File: src/rtl/seg_display_arbiter.sv
// seg_display_arbiter
//   Two-requester arbiter in front of a 4-digit multiplexed 7-segment display.
//   A granted 14-bit value is saturated to 9999, converted to BCD one bit per
//   cycle (shift-add-3), then shown on a free-running scan with leading zeros
//   blanked. Once shown, the owner may update at any time; the other requester
//   must wait until the display has been held for HOLD cycles.
//
//   Ports
//     clk, reset       : single clock, synchronous active-high reset
//     req_a/val_a      : requester A level request and binary value
//     req_b/val_b      : requester B level request and binary value
//     ack_a/ack_b      : one-cycle pulse when the matching value is latched
//     owner            : current display owner (0 = A, 1 = B)
//     busy             : high while the BCD conversion is running
//     anode            : active-low digit enables (registered)
//     cathode          : active-low segments {a..g} (registered)
module seg_display_arbiter #(
    parameter int REFRESH_BITS = 20,
    parameter int HOLD         = 100000000
) (
    input  logic        clk,
    input  logic        reset,
    input  logic        req_a,
    input  logic [13:0] val_a,
    input  logic        req_b,
    input  logic [13:0] val_b,
    output logic        ack_a,
    output logic        ack_b,
    output logic        owner,
    output logic        busy,
    output logic [3:0]  anode,
    output logic [6:0]  cathode
);

    localparam int HOLD_W = (HOLD > 1) ? $clog2(HOLD) : 1;
    localparam logic [HOLD_W-1:0]       HOLD_MAX = HOLD_W'(HOLD - 1);
    localparam logic [HOLD_W-1:0]       HOLD_ONE = HOLD_W'(1);
    localparam logic [REFRESH_BITS-1:0] SCAN_ONE = REFRESH_BITS'(1);

    typedef enum logic [1:0] {S_IDLE, S_CONVERT, S_SHOW} state_t;

    state_t                  state_q, state_d;
    logic                    owner_q, owner_d;
    logic                    last_q, last_d;      // last owner, breaks ties in IDLE
    logic                    ack_a_q, ack_a_d;
    logic                    ack_b_q, ack_b_d;
    logic [13:0]             bin_q, bin_d;        // binary shifted out MSB first
    logic [15:0]             bcd_q, bcd_d;        // BCD accumulator
    logic [3:0]              bit_cnt_q, bit_cnt_d;
    logic [15:0]             digits_q, digits_d;  // displayed {thou,hund,tens,ones}
    logic                    shown_q, shown_d;    // digits_q holds a real value
    logic [HOLD_W-1:0]       hold_q, hold_d;
    logic [REFRESH_BITS-1:0] scan_q, scan_d;
    logic [3:0]              anode_q, anode_d;
    logic [6:0]              cathode_q, cathode_d;

    logic        grant, grant_b;
    logic [13:0] grant_val;
    logic [15:0] bcd_adj, bcd_step;
    logic [1:0]  scan_sel;
    logic [3:0]  digit;
    logic        blank;
    logic [6:0]  seg;

    // Arbitration: IDLE favours whoever did not own last; SHOW favours the
    // owner until the hold expires, then the other requester.
    always_comb begin
        grant   = 1'b0;
        grant_b = 1'b0;
        case (state_q)
            S_IDLE: begin
                if (req_a && req_b) begin
                    grant   = 1'b1;
                    grant_b = ~last_q;
                end else if (req_a || req_b) begin
                    grant   = 1'b1;
                    grant_b = req_b;
                end
            end
            S_SHOW: begin
                if ((hold_q == HOLD_MAX) && (owner_q ? req_a : req_b)) begin
                    grant   = 1'b1;
                    grant_b = ~owner_q;
                end else if (owner_q ? req_b : req_a) begin
                    grant   = 1'b1;
                    grant_b = owner_q;
                end
            end
            default: ;
        endcase
        grant_val = grant_b ? val_b : val_a;
    end

    // One shift-add-3 step: correct every nibble >= 5, then shift in next bit.
    always_comb begin
        bcd_adj = bcd_q;
        for (int i = 0; i < 4; i++) begin
            if (bcd_q[4*i +: 4] >= 4'd5) begin
                bcd_adj[4*i +: 4] = bcd_q[4*i +: 4] + 4'd3;
            end
        end
        bcd_step = {bcd_adj[14:0], bin_q[13]};
    end

    always_comb begin
        state_d   = state_q;
        owner_d   = owner_q;
        last_d    = last_q;
        ack_a_d   = 1'b0;
        ack_b_d   = 1'b0;
        bin_d     = bin_q;
        bcd_d     = bcd_q;
        bit_cnt_d = bit_cnt_q;
        digits_d  = digits_q;
        shown_d   = shown_q;
        hold_d    = hold_q;
        scan_d    = scan_q + SCAN_ONE;

        if (state_q == S_SHOW) begin
            hold_d = (hold_q == HOLD_MAX) ? hold_q : hold_q + HOLD_ONE;
        end

        if (grant) begin
            state_d   = S_CONVERT;
            owner_d   = grant_b;
            last_d    = grant_b;
            ack_a_d   = ~grant_b;
            ack_b_d   = grant_b;
            bin_d     = (grant_val > 14'd9999) ? 14'd9999 : grant_val;
            bcd_d     = 16'd0;
            bit_cnt_d = 4'd0;
        end else if (state_q == S_CONVERT) begin
            bcd_d     = bcd_step;
            bin_d     = {bin_q[12:0], 1'b0};
            bit_cnt_d = bit_cnt_q + 4'd1;
            if (bit_cnt_q == 4'd13) begin
                state_d  = S_SHOW;
                digits_d = bcd_step;
                shown_d  = 1'b1;
                hold_d   = '0;
            end
        end
    end

    // Scan decode with leading-zero blanking; the ones digit is never blanked.
    always_comb begin
        scan_sel = scan_q[REFRESH_BITS-1 -: 2];
        digit    = digits_q[3:0];
        blank    = 1'b0;
        anode_d  = 4'b1110;
        case (scan_sel)
            2'd0: begin
                digit   = digits_q[15:12];
                blank   = (digits_q[15:12] == 4'd0);
                anode_d = 4'b0111;
            end
            2'd1: begin
                digit   = digits_q[11:8];
                blank   = (digits_q[15:8] == 8'd0);
                anode_d = 4'b1011;
            end
            2'd2: begin
                digit   = digits_q[7:4];
                blank   = (digits_q[15:4] == 12'd0);
                anode_d = 4'b1101;
            end
            default: ;
        endcase
        if (!shown_q) blank = 1'b1;

        case (digit)
            4'd0:    seg = 7'b0000001;
            4'd1:    seg = 7'b1001111;
            4'd2:    seg = 7'b0010010;
            4'd3:    seg = 7'b0000110;
            4'd4:    seg = 7'b1001100;
            4'd5:    seg = 7'b0100100;
            4'd6:    seg = 7'b0100000;
            4'd7:    seg = 7'b0001111;
            4'd8:    seg = 7'b0000000;
            4'd9:    seg = 7'b0000100;
            default: seg = 7'b1111111;
        endcase

        cathode_d = blank ? 7'b1111111 : seg;
        if (blank) anode_d = 4'b1111;
    end

    always_ff @(posedge clk) begin
        if (reset) begin
            state_q   <= S_IDLE;
            owner_q   <= 1'b0;
            last_q    <= 1'b1;
            ack_a_q   <= 1'b0;
            ack_b_q   <= 1'b0;
            bin_q     <= '0;
            bcd_q     <= '0;
            bit_cnt_q <= '0;
            digits_q  <= '0;
            shown_q   <= 1'b0;
            hold_q    <= '0;
            scan_q    <= '0;
            anode_q   <= 4'b1111;
            cathode_q <= 7'b1111111;
        end else begin
            state_q   <= state_d;
            owner_q   <= owner_d;
            last_q    <= last_d;
            ack_a_q   <= ack_a_d;
            ack_b_q   <= ack_b_d;
            bin_q     <= bin_d;
            bcd_q     <= bcd_d;
            bit_cnt_q <= bit_cnt_d;
            digits_q  <= digits_d;
            shown_q   <= shown_d;
            hold_q    <= hold_d;
            scan_q    <= scan_d;
            anode_q   <= anode_d;
            cathode_q <= cathode_d;
        end
    end

    assign ack_a   = ack_a_q;
    assign ack_b   = ack_b_q;
    assign owner   = owner_q;
    assign busy    = (state_q == S_CONVERT);
    assign anode   = anode_q;
    assign cathode = cathode_q;

endmodule
File: config.mk
export PLATFORM = sky130hd
export DESIGN_NAME = seg_display_arbiter
export DESIGN_NICKNAME = d
export VERILOG_FILES = /design/src/rtl/seg_display_arbiter.sv
export SDC_FILE = /design/constraint.sdc
export NUM_CORES = 1
export LEC_CHECK = 0
export ABC_AREA = 0
export BUFFER_PORTS_ARGS = -buffer_cell sky130_fd_sc_hd__buf_2
export CORE_UTILIZATION = 54
export CTS_BUF_LIST = sky130_fd_sc_hd__clkbuf_16
export DETAILED_ROUTE_END_ITERATION = 8
export GPL_TIMING_DRIVEN = 0
export HOLD_SLACK_MARGIN = 0.06
export PLACE_DENSITY = 0.76
export SYNTH_ARGS = -nofsm -noshare
export SYNTH_HDL_FRONTEND = slang
export SYNTH_SLANG_ARGS = --single-unit
File: constraint.sdc
create_clock -name clk -period 2.5 [get_ports clk]
set_clock_uncertainty 0.05 [all_clocks]
set_input_delay 0.5 -clock clk [delete_from_list [all_inputs] [get_ports clk]]
set_output_delay 0.5 -clock clk [all_outputs]
set_load 0.02 [all_outputs]
==> impl_metrics.toml <==
[clock_tree]
path_clk_slew_ps = 60
cts-hold-fix-buffers = 0
clock_sink_count = 115
ctsRootBufferMaster = "sky130_fd_sc_hd__clkbuf_16"
cts-buffers-inserted = 17
cts_tree = "done"
buffer_depth_of_the_longest_clock_path = 2
insertion_delay_ps = 420
h_tree_depth = 4

[critical_path]
crit_chain = "ha_4 -> and3_4 -> buf_6 -> nand2_8 -> or4_4 -> a211oi_4 -> o211a_1 -> a221oi_1"
biggest_fanout_along_the_worst_timing_path = 9
slowest_stage_cell_on_the_critical_path = "sky130_fd_sc_hd__or4_4"
critPathCaptureType = "register"
critical_path.startpoint_type = "register"
data_arrival_time_at_the_worst_slack_endpoint_ps = 2760
slowest_delay_ps = 620
critPathRequiredTime_ps = 2710
setup.worst_path.class = "reg2reg"

[cells_and_area]
mostFrequentLayoutCell = "sky130_fd_sc_hd__dfxtp_1"
synth_to_final_area_change_pct = 22.58
layout-drive-gt1-share = 0.1955
finalNetCount = 794
antenna-diode-count = 0
layout.core_utilization = 0.6846
final_cell_mix = "sky130_fd_sc_hd__dfxtp_1, sky130_fd_sc_hd__nor2_1, sky130_fd_sc_hd__nand2_1, sky130_fd_sc_hd__buf_2, sky130_fd_sc_hd__a21oi_1"

[sta]
finalHoldViolCount = 0
fin_ws_ps = -46.88
worst-slew-pin-transition_ps = 915.1
slew_headroom = 0.3899
grt_setup_unrepaired = "yes"
report.final.slew_viol_count = 0
post-route-min-period_ps = 2547
setup-violations-final = 6
totalNegativeSetupSlack_ps = -113.8
max_freq_mhz = 392.6
min_period_over_period = 1.019
timing.hold.ws_ps = 293.4

[drt]
drt-total-wl_um = 14700
wl_per_cell_um = 16.46
vias_per_cell = 6.054
vias = 5406
dr.pass1.iters = 6
remaining_drc_errors = 0
dr_iter_0_viols = 326
ant_nets = 0

[die]
starting_density_of_the_core = 0.5585
coreArea_um2 = 10370
fp.dieW_um = 105.6
die_area_um2 = 11140
die_height_um = 105.6
number_of_placement_rows = 37
io_pins = 47

[pwr]
power_leakage_nw = 2.532
vdd_ir_drop_max_uv = 456.7
power_density_nw_per_um2 = 667.9

[global_route]
first_global_vias = 5094
pin_count_of_the_biggest_net_entering_global_routing = 20
grt-ovfl-total = 0
globalRouteTotalUtil = 0.2639
grt_antenna_before_repair = 0
grt_pass1_wl_um = 23590

[placed_design]
dpl.hpwl_um = 9517
port_buffers = 46
dpl_worst_slack_ps = -174.0
final_weighted_congestion_in_routability_driven_placement = 0.8890

[synthesis]
synth-edff-count = 0
number_of_nets_in_the_synthesized_netlist = 720
synthesis.instances = 670
synth_cell_types = 58
yosysWarningCount = 0
synth_seq_area_share = 0.3975
synthFlopType = "sky130_fd_sc_hd__dfxtp_1"
post_synth.cell_area_avg_um2 = 8.644
ys_async_sr_fraction = 0
synth_seq_cells = 115
synth.cell_area_um2 = 5792

[run_status]
violations = "setup timing"
status = "complete, but fails checks"

[job]
max_cap_viol_count = 0

[hold_path]
hold_path.class = "in2reg"
[what timing repair did]
item / 4_1_cts / 5_1_grt
endpoints found under the setup margin: 47 / 56
cloned: 0 / 1
setup buffers: 2 / 9
gates resized for setup: 25 / 42
pin swaps: 7 / 9
[where the power goes]
| group | internal, W | total (W) | leakage (nW) | switching, W |
|---|---|---|---|---|
| logic | 0.000159 | 0.000396 | 1.30 | 0.000237 |
| clock network | 0.00156 | 0.00244 | 0.297 | 0.000882 |
| registers | 0.00187 | 0.00191 | 0.935 | 0.0000339 |
| total | 0.00359 | 0.00474 | 2.53 | 0.00115 |
[stage by stage]
stage | area, um^2 | std cells | total power, W
floorplan | 5792 | 670 | 0.002179
global placement | 6192 | 852 | 0.002275
detailed placement | 6192 | 852 | 0.002291
CTS | 6882 | 884 | 0.004705
global route | 7099 | 893 | 0.004880
finish | 7099 | 893 | 0.004742
[kinds of logic after synthesis]
logic type | count (synthesis) | share of synthesized area
AND/OR/NAND/NOR | 278 | 0.2448
flip-flops | 115 | 0.3975
multiplexers | 27 | 0.05552
XOR/XNOR | 43 | 0.06502
AO/OA/AOI/OAI | 133 | 0.1603
buffers and inverters | 56 | 0.03802
adder cells (fa/ha/maj) | 18 | 0.03889
[Yosys cell counts (2+ instances only)]
cell type | instances | area share
sky130_fd_sc_hd__nor2b_1 | 5 | 0.0054
sky130_fd_sc_hd__and2_1 | 6 | 0.0065
sky130_fd_sc_hd__a211oi_1 | 20 | 0.026
sky130_fd_sc_hd__a221o_1 | 2 | 0.0035
sky130_fd_sc_hd__xor2_1 | 16 | 0.024
sky130_fd_sc_hd__nor3_1 | 21 | 0.018
sky130_fd_sc_hd__or4_1 | 8 | 0.010
sky130_fd_sc_hd__buf_2 | 5 | 0.0043
sky130_fd_sc_hd__nand2_1 | 67 | 0.043
sky130_fd_sc_hd__buf_1 | 2 | 0.0013
sky130_fd_sc_hd__nand4_1 | 15 | 0.016
sky130_fd_sc_hd__xnor2_1 | 27 | 0.041
sky130_fd_sc_hd__o31ai_1 | 4 | 0.0052
sky130_fd_sc_hd__a211oi_2 | 2 | 0.0043
sky130_fd_sc_hd__ha_1 | 18 | 0.039
sky130_fd_sc_hd__a21oi_1 | 49 | 0.042
sky130_fd_sc_hd__clkbuf_1 | 24 | 0.016
sky130_fd_sc_hd__mux4_2 | 4 | 0.016
sky130_fd_sc_hd__o22a_1 | 3 | 0.0045
sky130_fd_sc_hd__a2111oi_2 | 4 | 0.010
sky130_fd_sc_hd__o211a_1 | 2 | 0.0035
sky130_fd_sc_hd__dfxtp_1 | 115 | 0.40
sky130_fd_sc_hd__o22ai_1 | 3 | 0.0032
sky130_fd_sc_hd__a311oi_1 | 2 | 0.0030
sky130_fd_sc_hd__o21ai_0 | 26 | 0.022
sky130_fd_sc_hd__nand2b_1 | 10 | 0.011
sky130_fd_sc_hd__nor4b_1 | 2 | 0.0030
sky130_fd_sc_hd__or3_1 | 4 | 0.0043
sky130_fd_sc_hd__a221oi_2 | 6 | 0.016
sky130_fd_sc_hd__mux2i_1 | 22 | 0.038
sky130_fd_sc_hd__inv_1 | 23 | 0.015
sky130_fd_sc_hd__nand3_1 | 22 | 0.019
sky130_fd_sc_hd__and3_1 | 5 | 0.0054
sky130_fd_sc_hd__nor3b_1 | 6 | 0.0078
sky130_fd_sc_hd__nor2_1 | 76 | 0.049
sky130_fd_sc_hd__nor4_1 | 15 | 0.016
sky130_fd_sc_hd__and4_1 | 8 | 0.012
[worst paths after layout]
kind | start | end | slack (ps) | cells past startpoint
worst min-delay path | val_a[11] | bin_q[11]$_SDFFE_PP0P_ | 290 | 2
worst max register to register | hold_q[1]$_SDFF_PP0_ | bin_q[2]$_SDFFE_PP0P_ | -50 | 8
worst min register to register | scan_q[0]$_SDFF_PP0_ | scan_q[0]$_SDFF_PP0_ | 410 | 1
worst max-delay path | hold_q[1]$_SDFF_PP0_ | bin_q[2]$_SDFFE_PP0P_ | -50 | 8
[flip-flops by register name (all words and copies together), names as in the netlist]
name / cells
digits_q: 16
state_q: 2
last_q: 1
cathode: 7
shown_q: 1
bit_cnt_q: 4
bcd_q: 16
scan_q: 20
anode: 4
ack_b: 1
ack_a: 1
owner: 1
bin_q: 14
hold_q: 27
[area by class of cell]
| class | count | area, um^2 |
|---|---|---|
| Multi-Input combinational cell | 499 | 3455 |
| Tap cell | 136 | 170.2 |
| Inverter | 24 | 90.09 |
| Timing Repair Buffer | 58 | 324.1 |
| Clock buffer | 17 | 425.4 |
| Buffer | 29 | 157.7 |
| Fill cell | 778 | 3271 |
| Clock inverter | 15 | 166.4 |
| Sequential cell | 115 | 2311 |
[metal layers]
| layer | track usage | vias to the layer above | wire length [um] |
|---|---|---|---|
| met5 | 0 | - | 0 |
| li1 | - | 2562 | - |
| met3 | 0.06184 | 37 | 974 |
| met2 | 0.4427 | 250 | 7080 |
| met4 | 0.09722 | 0 | 323 |
| met1 | 0.3302 | 2557 | 6324 |
[worst max-delay path, delay by kind of cell, from the launching register on]
family / cells / cell delay, ps
adders and majority gates: 1 / 140
AOI/OAI and AO/OA: 3 / 810
and+or+nand+nor: 3 / 880
buffers and inverters: 1 / 120
DFF: 1 / 370
No activity file was read; power rests on OpenSTA's default activity.
